`config.mk`:
```
export PLATFORM = sky130hd
export DESIGN_NAME = adder_share_sched
export DESIGN_NICKNAME = d
export VERILOG_FILES = /design/src/rtl/adder_share_pkg.sv /design/src/rtl/adder_share_sched_rr_pick.sv /design/src/rtl/adder_share_sched.sv
export SDC_FILE = /design/constraint.sdc
export NUM_CORES = 1
export LEC_CHECK = 0
export CAP_MARGIN = 20
export CORE_AREA = 2 2 75 77
export DETAILED_ROUTE_END_ITERATION = 12
export DIE_AREA = 0 0 77 79
export GPL_ROUTABILITY_DRIVEN = 0
export GPL_TIMING_DRIVEN = 0
export HOLD_SLACK_MARGIN = 0.1
export PLACE_DENSITY_LB_ADDON = 0.25
export SYNTH_ARGS = -nofsm -noshare
export SYNTH_HDL_FRONTEND = slang
export SYNTH_SLANG_ARGS = --single-unit
```
`constraint.sdc`:
```
create_clock -name clk -period 4.5 [get_ports clk]
set_input_delay 0.45 -clock clk [delete_from_list [all_inputs] [get_ports clk]]
set_output_delay 0.45 -clock clk [all_outputs]
set_load 0.01 [all_outputs]
```
`src/rtl/adder_share_pkg.sv`:
```
// rtl/adder_share_pkg.sv - shared types and helpers for the shared-adder scheduler
package adder_share_pkg;

    localparam logic [0:0] IDLE  = 1'b0;
    localparam logic [0:0] CHAIN = 1'b1;

    // A single requester still needs a one-bit tag so ports never collapse to zero width.
    function automatic int tag_width(input int n);
        return (n <= 2) ? 1 : $clog2(n);
    endfunction

    function automatic int onehot_to_idx(input logic [7:0] oh);
        int idx;
        idx = 0;
        for (int i = 0; i < 8; i++) begin
            if (oh[i]) idx = idx | i;
        end
        return idx;
    endfunction

endpackage

```
`src/rtl/adder_share_sched_rr_pick.sv`:
```
// rtl/adder_share_sched_rr_pick.sv - combinational round-robin picker
module rr_pick
    import adder_share_pkg::*;
#(
    parameter int N_REQ = 4,
    parameter int TAGW  = tag_width(N_REQ)
) (
    input  logic [N_REQ-1:0] req,
    input  logic [TAGW-1:0]  ptr,
    output logic [N_REQ-1:0] gnt,
    output logic [TAGW-1:0]  idx,
    output logic             any
);

    logic [7:0] gnt8;

    // Scan upward from the pointer, wrapping, and keep the first hit.
    always_comb begin
        logic            found;
        logic [TAGW-1:0] k;
        gnt   = '0;
        found = 1'b0;
        k     = '0;
        for (int i = 0; i < N_REQ; i++) begin
            k = TAGW'((int'(ptr) + i) % N_REQ);
            if (!found && req[k]) begin
                gnt[k] = 1'b1;
                found  = 1'b1;
            end
        end
    end

    assign gnt8 = 8'(gnt);
    assign idx  = TAGW'(onehot_to_idx(gnt8));
    assign any  = |req;

endmodule

```
`src/rtl/adder_share_sched.sv`:
```
// rtl/adder_share_sched.sv - round-robin scheduler for one shared chained adder
module adder_share_sched
    import adder_share_pkg::*;
#(
    parameter int N_REQ = 4,
    parameter int WIDTH = 8,
    parameter int TAGW  = tag_width(N_REQ)
) (
    input  logic                   clk,
    input  logic                   rst_n,
    input  logic                   ena,
    input  logic [N_REQ-1:0]       req,
    input  logic [N_REQ-1:0]       last,
    input  logic [N_REQ*WIDTH-1:0] op_a,
    input  logic [N_REQ*WIDTH-1:0] op_b,
    input  logic [N_REQ-1:0]       cin_in,
    output logic [N_REQ-1:0]       gnt,
    output logic [WIDTH-1:0]       add_a,
    output logic [WIDTH-1:0]       add_b,
    output logic                   add_cin,
    input  logic [WIDTH-1:0]       add_sum,
    input  logic                   add_cout,
    output logic                   res_valid,
    output logic [WIDTH-1:0]       res_sum,
    output logic                   res_cout,
    output logic [TAGW-1:0]        res_tag,
    output logic                   res_last
);

    logic [0:0]       state_q;
    logic [TAGW-1:0]  ptr_q;
    logic [TAGW-1:0]  owner_q;
    logic             carry_q;

    logic [N_REQ-1:0] pick_gnt;
    logic [TAGW-1:0]  pick_idx;
    logic             pick_any;

    logic [TAGW-1:0]  sel;
    logic             grant_any;
    logic [TAGW-1:0]  ptr_next;

    rr_pick #(
        .N_REQ (N_REQ),
        .TAGW  (TAGW)
    ) u_pick (
        .req (req),
        .ptr (ptr_q),
        .gnt (pick_gnt),
        .idx (pick_idx),
        .any (pick_any)
    );

    // Outside a chain the picker decides; inside one only the owner may proceed.
    always_comb begin
        gnt     = '0;
        sel     = '0;
        add_a   = '0;
        add_b   = '0;
        add_cin = 1'b0;
        if (rst_n && ena) begin
            if (state_q == IDLE) begin
                if (pick_any) begin
                    gnt     = pick_gnt;
                    sel     = pick_idx;
                    add_cin = cin_in[pick_idx];
                end
            end else if (req[owner_q]) begin
                gnt[owner_q] = 1'b1;
                sel          = owner_q;
                add_cin      = carry_q;
            end
        end
        grant_any = |gnt;
        if (grant_any) begin
            add_a = op_a[int'(sel)*WIDTH +: WIDTH];
            add_b = op_b[int'(sel)*WIDTH +: WIDTH];
        end
    end

    assign ptr_next = (sel == TAGW'(N_REQ - 1)) ? '0 : sel + 1'b1;

    always_ff @(posedge clk) begin
        if (!rst_n) begin
            state_q   <= IDLE;
            ptr_q     <= '0;
            owner_q   <= '0;
            carry_q   <= 1'b0;
            res_valid <= 1'b0;
            res_sum   <= '0;
            res_cout  <= 1'b0;
            res_tag   <= '0;
            res_last  <= 1'b0;
        end else begin
            res_valid <= grant_any;
            if (grant_any) begin
                res_sum  <= add_sum;
                res_cout <= add_cout;
                res_tag  <= sel;
                res_last <= last[sel];
                carry_q  <= add_cout;
                if (last[sel]) begin
                    state_q <= IDLE;
                    ptr_q   <= ptr_next;
                end else begin
                    state_q <= CHAIN;
                    owner_q <= sel;
                end
            end
        end
    end

endmodule

```
==> results.tsv, run 1 <==
metric	value	unit
DPL Wire Length	4962	um
CTS Buffer Depth	2	
routed wire length	6349	um
row cnt	27	
clock slew at reported path FFs	0.06	ns
async set-reset flop share out of synthesis	0	%
Tmin final	4.284	ns
ratio of cells with drive above 1 in the final layout	15.00	%
antenna viol nets, final	0	
critical path data arrival time	3.83	ns
first-pass GRT wire length	9860	um
synthesized instance count	208	
die width	77	um
worst skew pair latency	0.25	ns
vias per cell	5.100	
PwrDens	448.4	mW/mm^2
Slew Limit Headroom	60.92	%
H-tree levels	1	
VDD IR max	0.2844	mV
Primary FF master, synth	dfxtp_1	
total gr overflow	0	
count of cell types in the netlist	53	
Peak Freq	233.5	MHz
DRC errors left	0	
synthesized cell area	0.001901	mm^2
number of global-route vias before repair	2073	
Max Slew Vio Count	0	
I/O Buffers	116	
vias	2101	
initial antenna violation count	0	
Clock Skews	0.0007332	ns
Final #Nets	435	
die area	0.006083	mm^2
final worst slack	0.2164	ns
syn_nets	302	
switching fraction of total power	40.65	%
Crit. End Element	output port	
Routed wire per std cell	15.41	um
logic gate share of total power	75.3	%
worst-path fanout max	11	
hold_ws	0.4587	ns
Yosys warnings	0	
Seq cells post-synth	18	
sequential fraction of the synthesis area	18.96	%
Startpoint Class	flop	
Area growth, synth to finish	76.10	%
FILL cells	491	
Worst Tran Pin Value	0.5801	ns
GRT Total Usage	19.70	%
crit path kind	reg2out	
First DRT Iteration DRCs	83	
worst min path class	reg2reg	
Initial Util	35.61	%
n_diodes	0	
final setup fails	0	
CTS tree	built	
sequential share of power	16.2	%
slowest library cell on the worst path	clkdlybuf4s50_1	
I/O Pins	122	
Req. time, crit path	4.05	ns
Int Power	0.8906	mW
NetSw	0.6101	mW
Num CTS Buffers	3	
total negative slack	0	ns
outcome	finished clean	
final hold violations	0	
RSZ-0062 raised after global routing	no	
worst slack, placed	0.07366	ns
CTS Sinks	18	
total iterations of the first detailed-routing run	4	
core area	0.005338	mm^2
CTS root buf	clkbuf_8	
Leak	1.542	nW
final period utilization	95.19	%
MaxCap Viol Count	0	
CP peak stage delay	0.59	ns
PnR Total Power	1.501	mW
most used cell, CP	buf_4	
number of synthesized flops with an enable pin	0	
worst path cell trace	buf_6, inv_1, ha_4, mux4_2, buf_4, buf_4, a21oi_1, a22o_2, o311ai_4, buf_4, buf_4, buf_4, o22ai_1, clkdlybuf4s50_1	
Clock power frac	8.5	%
post-synthesis area per instance	9.137	um^2
pin count of the biggest net entering global routing	12	
die height	79	um
-- power by group through the flow --
stage                     sequential (mW)  clock, mW  combinational (mW)
after floorplan                     0.255          0               0.644
after global placement              0.243          0                1.03
after detailed placement            0.245          0                1.04
after CTS                           0.242      0.133                1.08
after global routing                0.250      0.139                1.22
final                               0.243      0.128                1.13
-- timing repair --
item	CTS	global route
hold buffers	0	0
gates cloned	0	0
resized for setup	3	10
pin swaps	1	3
buffers inserted	4	9
endpoints found under the setup margin	13	16
-- cells in the final DEF, fill, tap and decap left out, drive strengths merged, types with 6 or more instances in the layout --
| cell type | instances |
|---|---|
| mux2i | 48 |
| inv | 9 |
| nor2b | 10 |
| dfxtp | 18 |
| nand2 | 16 |
| clkdlybuf4s50 | 113 |
| o22ai | 16 |
| a21oi | 12 |
| buf | 23 |
| clkbuf | 11 |
| o21ai | 6 |
| ha | 6 |
-- worst max-delay path, delay by kind of cell, from the launching register on --
kind                       cells  cell delay (ns)
AOI/OAI and AO/OA              4             0.66
DFF                            1             0.38
muxes                          1             0.58
buffers and inverters          8             1.66
adders and majority gates      1             0.32
-- final timing paths --
| kind | start | slack [ns] | endpoint | cells after the start |
|---|---|---|---|---|
| max | ptr_q[0]$_SDFFE_PN0P_ | 0.22 | add_b[3] | 14 |
| min | res_last$_SDFFE_PN0P_ | 0.46 | res_last$_SDFFE_PN0P_ | 2 |
| max reg2reg | ptr_q[0]$_SDFFE_PN0P_ | 1.06 | ptr_q[0]$_SDFFE_PN0P_ | 13 |
| min reg2reg | res_last$_SDFFE_PN0P_ | 0.46 | res_last$_SDFFE_PN0P_ | 2 |
-- cells in the mapped netlist (all sizes together) (2+ instances only) --
master,number,area share (%)
nor2b,10,3.3
a21o,2,0.79
ha,6,3.9
o311a,2,1.6
o21ai,6,2.4
nand3b,2,0.79
nand2b,2,0.66
nand3,3,0.79
mux4,4,4.7
nor2,2,0.40
nand2,16,3.6
nor3,4,1.6
nand4,3,0.99
a2bb2oi,2,1.3
buf,9,3.9
clkbuf,9,2.1
o22ai,16,5.3
a21oi,12,3.2
dfxtp,18,19
o31ai,4,2.6
a21boi,3,1.2
inv,9,1.8
mux2i,48,25
-- layout make-up --
type                            instances  area, um^2  share of cell area (%)
Clock buffer                            4       55.05                   1.645
Tap cell                               72       90.09                   2.692
Timing Repair Buffer                  129        1266                   37.83
Inverter                                9       33.78                   1.009
Buffer                                 17       118.9                   3.551
Multi-Input combinational cell        163        1420                   42.43
Sequential cell                        18       362.8                   10.84
-- layer usage --
metal / GRT usage [%] / up-vias / routed length [um]
met2: 33.25 / 63 / 3166
li1: - / 1048 / -
met3: 5.455 / 10 / 386
met4: 3.929 / 0 / 92
met5: 0 / - / 0
met1: 25.35 / 980 / 2703
-- stage by stage --
step | util, % | area (um^2) | instances
after CTS | 60.85 | 3248 | 403
final | 62.71 | 3347 | 412
after global routing | 62.71 | 3347 | 412
after detailed placement | 59.05 | 3152 | 396
after global placement | 59.05 | 3152 | 396
after floorplan | - | 1901 | 208
-- registers in the layout, indices dropped and copies added, names as in the netlist --
name / cells
state_q: 1
ptr_q: 2
res_last: 1
owner_q: 2
carry_q: 1
res_valid: 1
res_sum: 8
res_tag: 2
-- cell families after synthesis --
| group | Yosys count | share of synthesized area (%) |
|---|---|---|
| compound gates | 55 | 23.50 |
| fa+ha+maj | 6 | 3.950 |
| buf+inv | 27 | 7.833 |
| flops | 18 | 18.96 |
| mux | 53 | 30.61 |
| simple gates | 49 | 15.14 |
Power figures use the tool's default switching activity.
==> inputs of run 2 (changes only) <==
- MAX_ROUTING_LAYER: not set -> met4
- clock period: 4.5 -> 4.9 ns (I/O delays scaled with it)
==> run 2 against run 1 <==
Effect of this change: clock-buffer cell count is the same; clock power shrank 8%; power shrank 12%; hold slack gained 0.0029 ns; first-iteration DRC count grew 39%; highest routed layer unchanged; global-route usage is essentially flat; via count shrank 1.1%; critical path depth shrank 2; combinational power shrank 14%; critical endpoint is now add_a[0]; clock skew grew 0.00068 ns; core utilization shrank 2.0 points; largest power group unchanged.
==> results.tsv, run 2 (same netlist as run 1, synthesis figures left out) <==
metric	value	unit	change
Num CTS Buffers	3		unchanged
number of global-route vias before repair	2022		was 2073
FILL cells	506		was 491
hold_ws	0.4616	ns	was 0.4587 ns
Final #Nets	426		was 435
final hold violations	0		unchanged
CTS tree	built		unchanged
crit path kind	reg2out		unchanged
Crit. End Element	output port		unchanged
first-pass GRT wire length	9577	um	was 9860 um
die area	0.006083	mm^2	unchanged
worst min path class	reg2reg		unchanged
n_diodes	0		unchanged
Slew Limit Headroom	59.70	%	was 60.92%
CTS Sinks	18		unchanged
worst slack, placed	0.4337	ns	was 0.07366 ns
Tmin final	4.598	ns	
initial antenna violation count	0		unchanged
I/O Buffers	116		unchanged
GRT Total Usage	19.70	%	about the same
CTS root buf	clkbuf_8		unchanged
CTS Buffer Depth	2		unchanged
final worst slack	0.3019	ns	was 0.2164 ns
Initial Util	35.61	%	unchanged
MaxCap Viol Count	0		unchanged
most flop-heavy register	res_sum		unchanged
worst skew pair latency	0.25	ns	about the same
Max Slew Vio Count	0		unchanged
total iterations of the first detailed-routing run	4		unchanged
ratio of cells with drive above 1 in the final layout	10.88	%	was 15.00%
Critical Path Start	ptr_q[0]$_SDFFE_PN0P_		unchanged
worst-path fanout max	10		was 11
outcome	finished clean		unchanged
DPL Wire Length	4962	um	unchanged
final setup fails	0		unchanged
final period utilization	93.84	%	
final instance area	0.003238	mm^2	was 0.003347 mm^2
R2R Path Start	ptr_q[0]$_SDFFE_PN0P_		unchanged
die height	79	um	unchanged
total gr overflow	0		unchanged
Routed wire per std cell	15.55	um	was 15.41 um
Area after DPL	0.003152	mm^2	unchanged
most common cell after layout, fill and taps aside	clkdlybuf4s50_1		unchanged
critical path data arrival time	4.11	ns	was 3.83 ns
H-tree levels	1		unchanged
DRC errors left	0		unchanged
die width	77	um	unchanged
Peak Freq	217.5	MHz	
core area	0.005338	mm^2	unchanged
Leak	1.448	nW	was 1.542 nW
Post-Route Utilization	60.67	%	was 62.71%
First DRT Iteration DRCs	115		was 83
clock slew at reported path FFs	0.07	ns	was 0.06 ns
Req. time, crit path	4.41	ns	was 4.05 ns
most frequent cells in the layout	clkdlybuf4s50_1 (116), mux2i_1 (48), dfxtp_1 (18)		was clkdlybuf4s50_1 (113), mux2i_1 (47), o22ai_1 (16), dfxtp_1 (16), nand2_1 (15)
total negative slack	0	ns	unchanged
routed wire length	6267	um	was 6349 um
hold_sp	res_last$_SDFFE_PN0P_		unchanged
antenna viol nets, final	0		unchanged
I/O Pins	122		unchanged
PwrDens	405.7	mW/mm^2	was 448.4 mW/mm^2
RSZ-0062 raised after global routing	no		unchanged
vias	2077		was 2101
Clock Skews	0.001413	ns	was 0.0007332 ns
CTS Hold Bufs	0		unchanged
Startpoint Class	flop		unchanged
Area growth, synth to finish	70.38	%	was 76.10%
pin count of the biggest net entering global routing	11		was 12
VDD IR max	0.2579	mV	was 0.2844 mV
Reg2Reg Depth	12		was 13
vias per cell	5.154		was 5.100
max FFs per register	8		unchanged
hold depth	2		unchanged
row cnt	27		unchanged
Worst Tran Pin Value	0.5983	ns	was 0.5801 ns
-- run 2: cell types whose count changed in the layout (fill, tap and decap cells not counted), sizes merged --
cell and delta:
clkdlybuf4s50 +3, dlymetal6s2s -3, buf -11, clkbuf +2
-- run 2: path summary, 6_finish.rpt --
kind	end	slack, ns
min reg2reg	res_last$_SDFFE_PN0P_	0.46
max reg2reg	res_sum[1]$_SDFFE_PN0P_	1.43
max	add_a[0]	0.30
min	res_last$_SDFFE_PN0P_	0.46
-- run 2: stage by stage --
stage / std cells / power (mW)
detailed placement: 396 / 1.184
CTS: 400 / 1.308
finish: 403 / 1.314
global route: 403 / 1.407
global placement: 396 / 1.169
floorplan: 208 / 0.8263
-- run 2: what timing repair did --
action | 4_1_cts | 5_1_grt
resized for setup | 0 | 1
endpoints found under the setup margin | 0 | 10
setup buffers | 0 | 3
-- run 2: report_power, final --
part           internal [mW]  leakage, nW  switching [mW]
sequential             0.191        0.147          0.0308
combinational          0.505         1.27           0.468
clock                 0.0712       0.0288          0.0466
total                  0.768         1.45           0.546
-- run 2: final cells by class --
class	instances	area [um^2]	share of cell area [%]
Tap cell	72	90.09	2.782
Timing Repair Buffer	119	1184	36.55
Sequential cell	18	360.3	11.13
Inverter	9	33.78	1.043
Multi-Input combinational cell	163	1400	43.24
Clock buffer	4	55.05	1.700
Buffer	18	115.1	3.555
-- run 2: critical path: stages (launching register included) --
cell             delay, ns
dfxtp_1               0.42
buf_6                 0.17
inv_1                 0.09
ha_1                  0.40
mux4_2                0.61
nand2_1               0.12
o21ai_2               0.06
a211o_4               0.36
o311ai_4              0.35
buf_4                 0.21
clkbuf_1              0.41
o22ai_1               0.14
clkdlybuf4s50_1       0.53
-- run 2: routing by layer --
metal | GRT usage, % | part of all wire [%] | up-vias
met5 | - | 0 | -
met4 | 3.929 | 1.5 | 0
met3 | 4.318 | 5.0 | 10
met2 | 32.28 | 50 | 61
met1 | 25.30 | 43 | 974
li1 | - | - | 1032
==> patch (flow settings as in run 1) <==
`WIDTH`: 8 -> 9.
--- a/src/rtl/adder_share_sched.sv
+++ b/src/rtl/adder_share_sched.sv
@@ -3,7 +3,7 @@
     import adder_share_pkg::*;
 #(
     parameter int N_REQ = 4,
-    parameter int WIDTH = 8,
+    parameter int WIDTH = 9,
     parameter int TAGW  = tag_width(N_REQ)
 ) (
     input  logic                   clk,
Ports: changed (6 resized); port bits go from 122 to 134. The function was not compared with the original's and may differ.
==> patch against run 1 <==
Maximum frequency fell by 0.38%. Critical path type unchanged. Combinational power rose by 4%. Wire length rose by 10%. Sequential cell count rose by 1. Clock power fell by 8%. Area after synthesis rose by 0.86%. Synthesized cell count rose by 11%. Critical endpoint is now add_b[7]. Worst setup slack got worse by 16 ps. Total power rose by 2.6%. Cell area rose by 3.4%.
==> patch: results (changes against run 1) <==
Place
  • DP HPWL: 5670 µm (+14%)
  • Port buffer count: 133 (+15%)
  • Placed cell areas: 3340 µm² (+5.9%)

Cells and area
  • Layout cell share with drive strength beyond 1: 0.0951 (-0.0549)
  • Non-clk bufs: 148 (+1.4%)
  • Fin nets: 472 (+8.5%)
  • Multi-input gate count: 185 (+13%)
  • Fraction of area in multi-input gates: 0.427 (+0.00283)
  • Fillers: 491 (unchanged)
  • Nonclk inv count: 12 (+3)
  • # diodes: 0 (unchanged)
  • Biggest register: res_sum
  • Clock buf count: 3 (-1)
  • Clk tree area frac: 0.0134 (-0.00307)
  • Max reg flops: 9 (+1)
  • Non-clock buffer share: 0.410 (-0.00334)
  • Register area: 380 µm² (+4.8%)

Power and ir drop
  • Sw frac: 0.434 (+0.0273)
  • Comb group: 1.17 mW (+4%)
  • P_seq: 256 µW (+5%)
  • Pleak: 1.51 nW (-2.1%)
  • Maximum VDD drop: 0.198 mV (-30%)
  • Psw: 668 µW (+9.5%)

Synthesis
  • Synth cell count leaders: 42 x mux2i_1, 19 x a21oi_1, 19 x dfxtp_1, 18 x nand3_1, 18 x o22ai_1
  • Yosys cell types: 42 (-21%)
  • Synthesis-stage register bit count: 19 (+1)
  • Syn. warnings: 0 (unchanged)
  • Syn_nets: 334 (+11%)
  • Synth area leaders: mux2i_1 22%, dfxtp_1 20%, o22ai_1 5.9%
  • Sequential fraction of the synthesis area: 0.198 (+0.00884)

Setup path
  • Flop2flop setup slack: 1150 ps (+90 ps)
  • FF-to-FF End: res_sum[2]$_SDFFE_PN0P_
  • CP Max Fanout: 10 (-1)
  • CP startpoint: ptr_q[0]$_SDFFE_PN0P_
  • CP endpoint kind: output pin
  • CP Data Arrival Time: 3850 ps (+20 ps)
  • CP endpoint: add_b[7]
  • Worst reg2reg path depth: 11 (-2)

Worst hold path
  • Worst min-delay path class: reg2reg
  • HP Start: res_sum[1]$_SDFFE_PN0P_
  • WHS Endpoint: res_sum[1]$_SDFFE_PN0P_

CTS
  • Clock Path Buffers: 2 (unchanged)
  • Root Driver: clkbuf_8
  • Postcts setup bufs: 0 (-4)
  • Worst-path clk slew: 80 ps (+20 ps)
  • Max H-tree Level: 1 (unchanged)

Route
  • Wirelength per Cell: 15.9 µm (+3.4%)
  • Drt pass-1 iters: 4 (unchanged)
  • Initial drt markers: 123 (+48%)
  • Vias per cell: 5.34 (+4.6%)

Global routing
  • Global-route wire length before repair: 11400 µm (+16%)
  • GRT Total Usage: 0.228 (+0.0310)
  • Antenna violations before repair: 0 (unchanged)
  • Vias in the first global route: 2484 (+20%)

Timing
  • Final Skew: 11.3 ps (+10.6 ps)
  • Worst relative slew slack: 0.645 (+0.0358)

Status
  • Outcome: finished clean
[patch: changes by cell type after synthesis, moves of 3 or more]
| cell | before | now |
|---|---|---|
| buf_6 | 4 | 0 |
| a21boi_1 | 3 | 0 |
| nor2b_1 | 10 | 6 |
| inv_1 | 8 | 11 |
| buf_2 | 3 | 11 |
| o21a_1 | 0 | 3 |
| nor3_1 | 3 | 0 |
| o21ai_1 | 1 | 13 |
| mux2i_1 | 48 | 42 |
| a21oi_1 | 12 | 19 |
| nand3_1 | 3 | 18 |
[patch: layer usage]
metal / share of wire / global-route usage / up-vias
met3: 0.080 / 0.0602 / 15
li1: - / - / 1147
met1: 0.40 / 0.258 / 1080
met4: 0.026 / 0.0714 / 0
met2: 0.50 / 0.418 / 106
met5: 0 / 0 / -
[patch: what timing repair did]
item                                    CTS  global route
hold buffers                              0             0
gates resized for setup                   3            16
pin swaps                                 0             1
endpoints found under the setup margin    6            18
[patch: through the flow]
stage | std cells | setup slack [ps] | util | hold slack [ps]
6_report | 440 | 200 | 0.648 | 463
5_1_grt | 440 | 16.9 | 0.648 | 496
4_1_cts | 440 | 35.4 | 0.638 | 467
3_5_place_dp | 436 | 170 | 0.625 | 458
3_3_place_gp | 436 | 186 | 0.625 | 451
2_1_floorplan | 231 | 1140 | - | 488
[patch: cells by family after synthesis]
kind of cell               synth area share
AOI/OAI and AO/OA                     0.277
xor gates and xnor gates            0.00457
adders and majority gates            0.0392
buffers and inverters                0.0600
DFF                                   0.198
muxes                                 0.272
and+or+nand+nor                       0.148
[patch: critical path, cell delays in order, from the launching register on]
cell and delay, ps:
dfxtp_1 390, buf_4 200, inv_1 150, ha_4 320
mux4_2 350, or2_4 330, o311a_1 410, o21ai_2 170
o21ba_2 220, nand2_4 110, buf_4 200, o22ai_1 180
clkdlybuf4s50_1 570
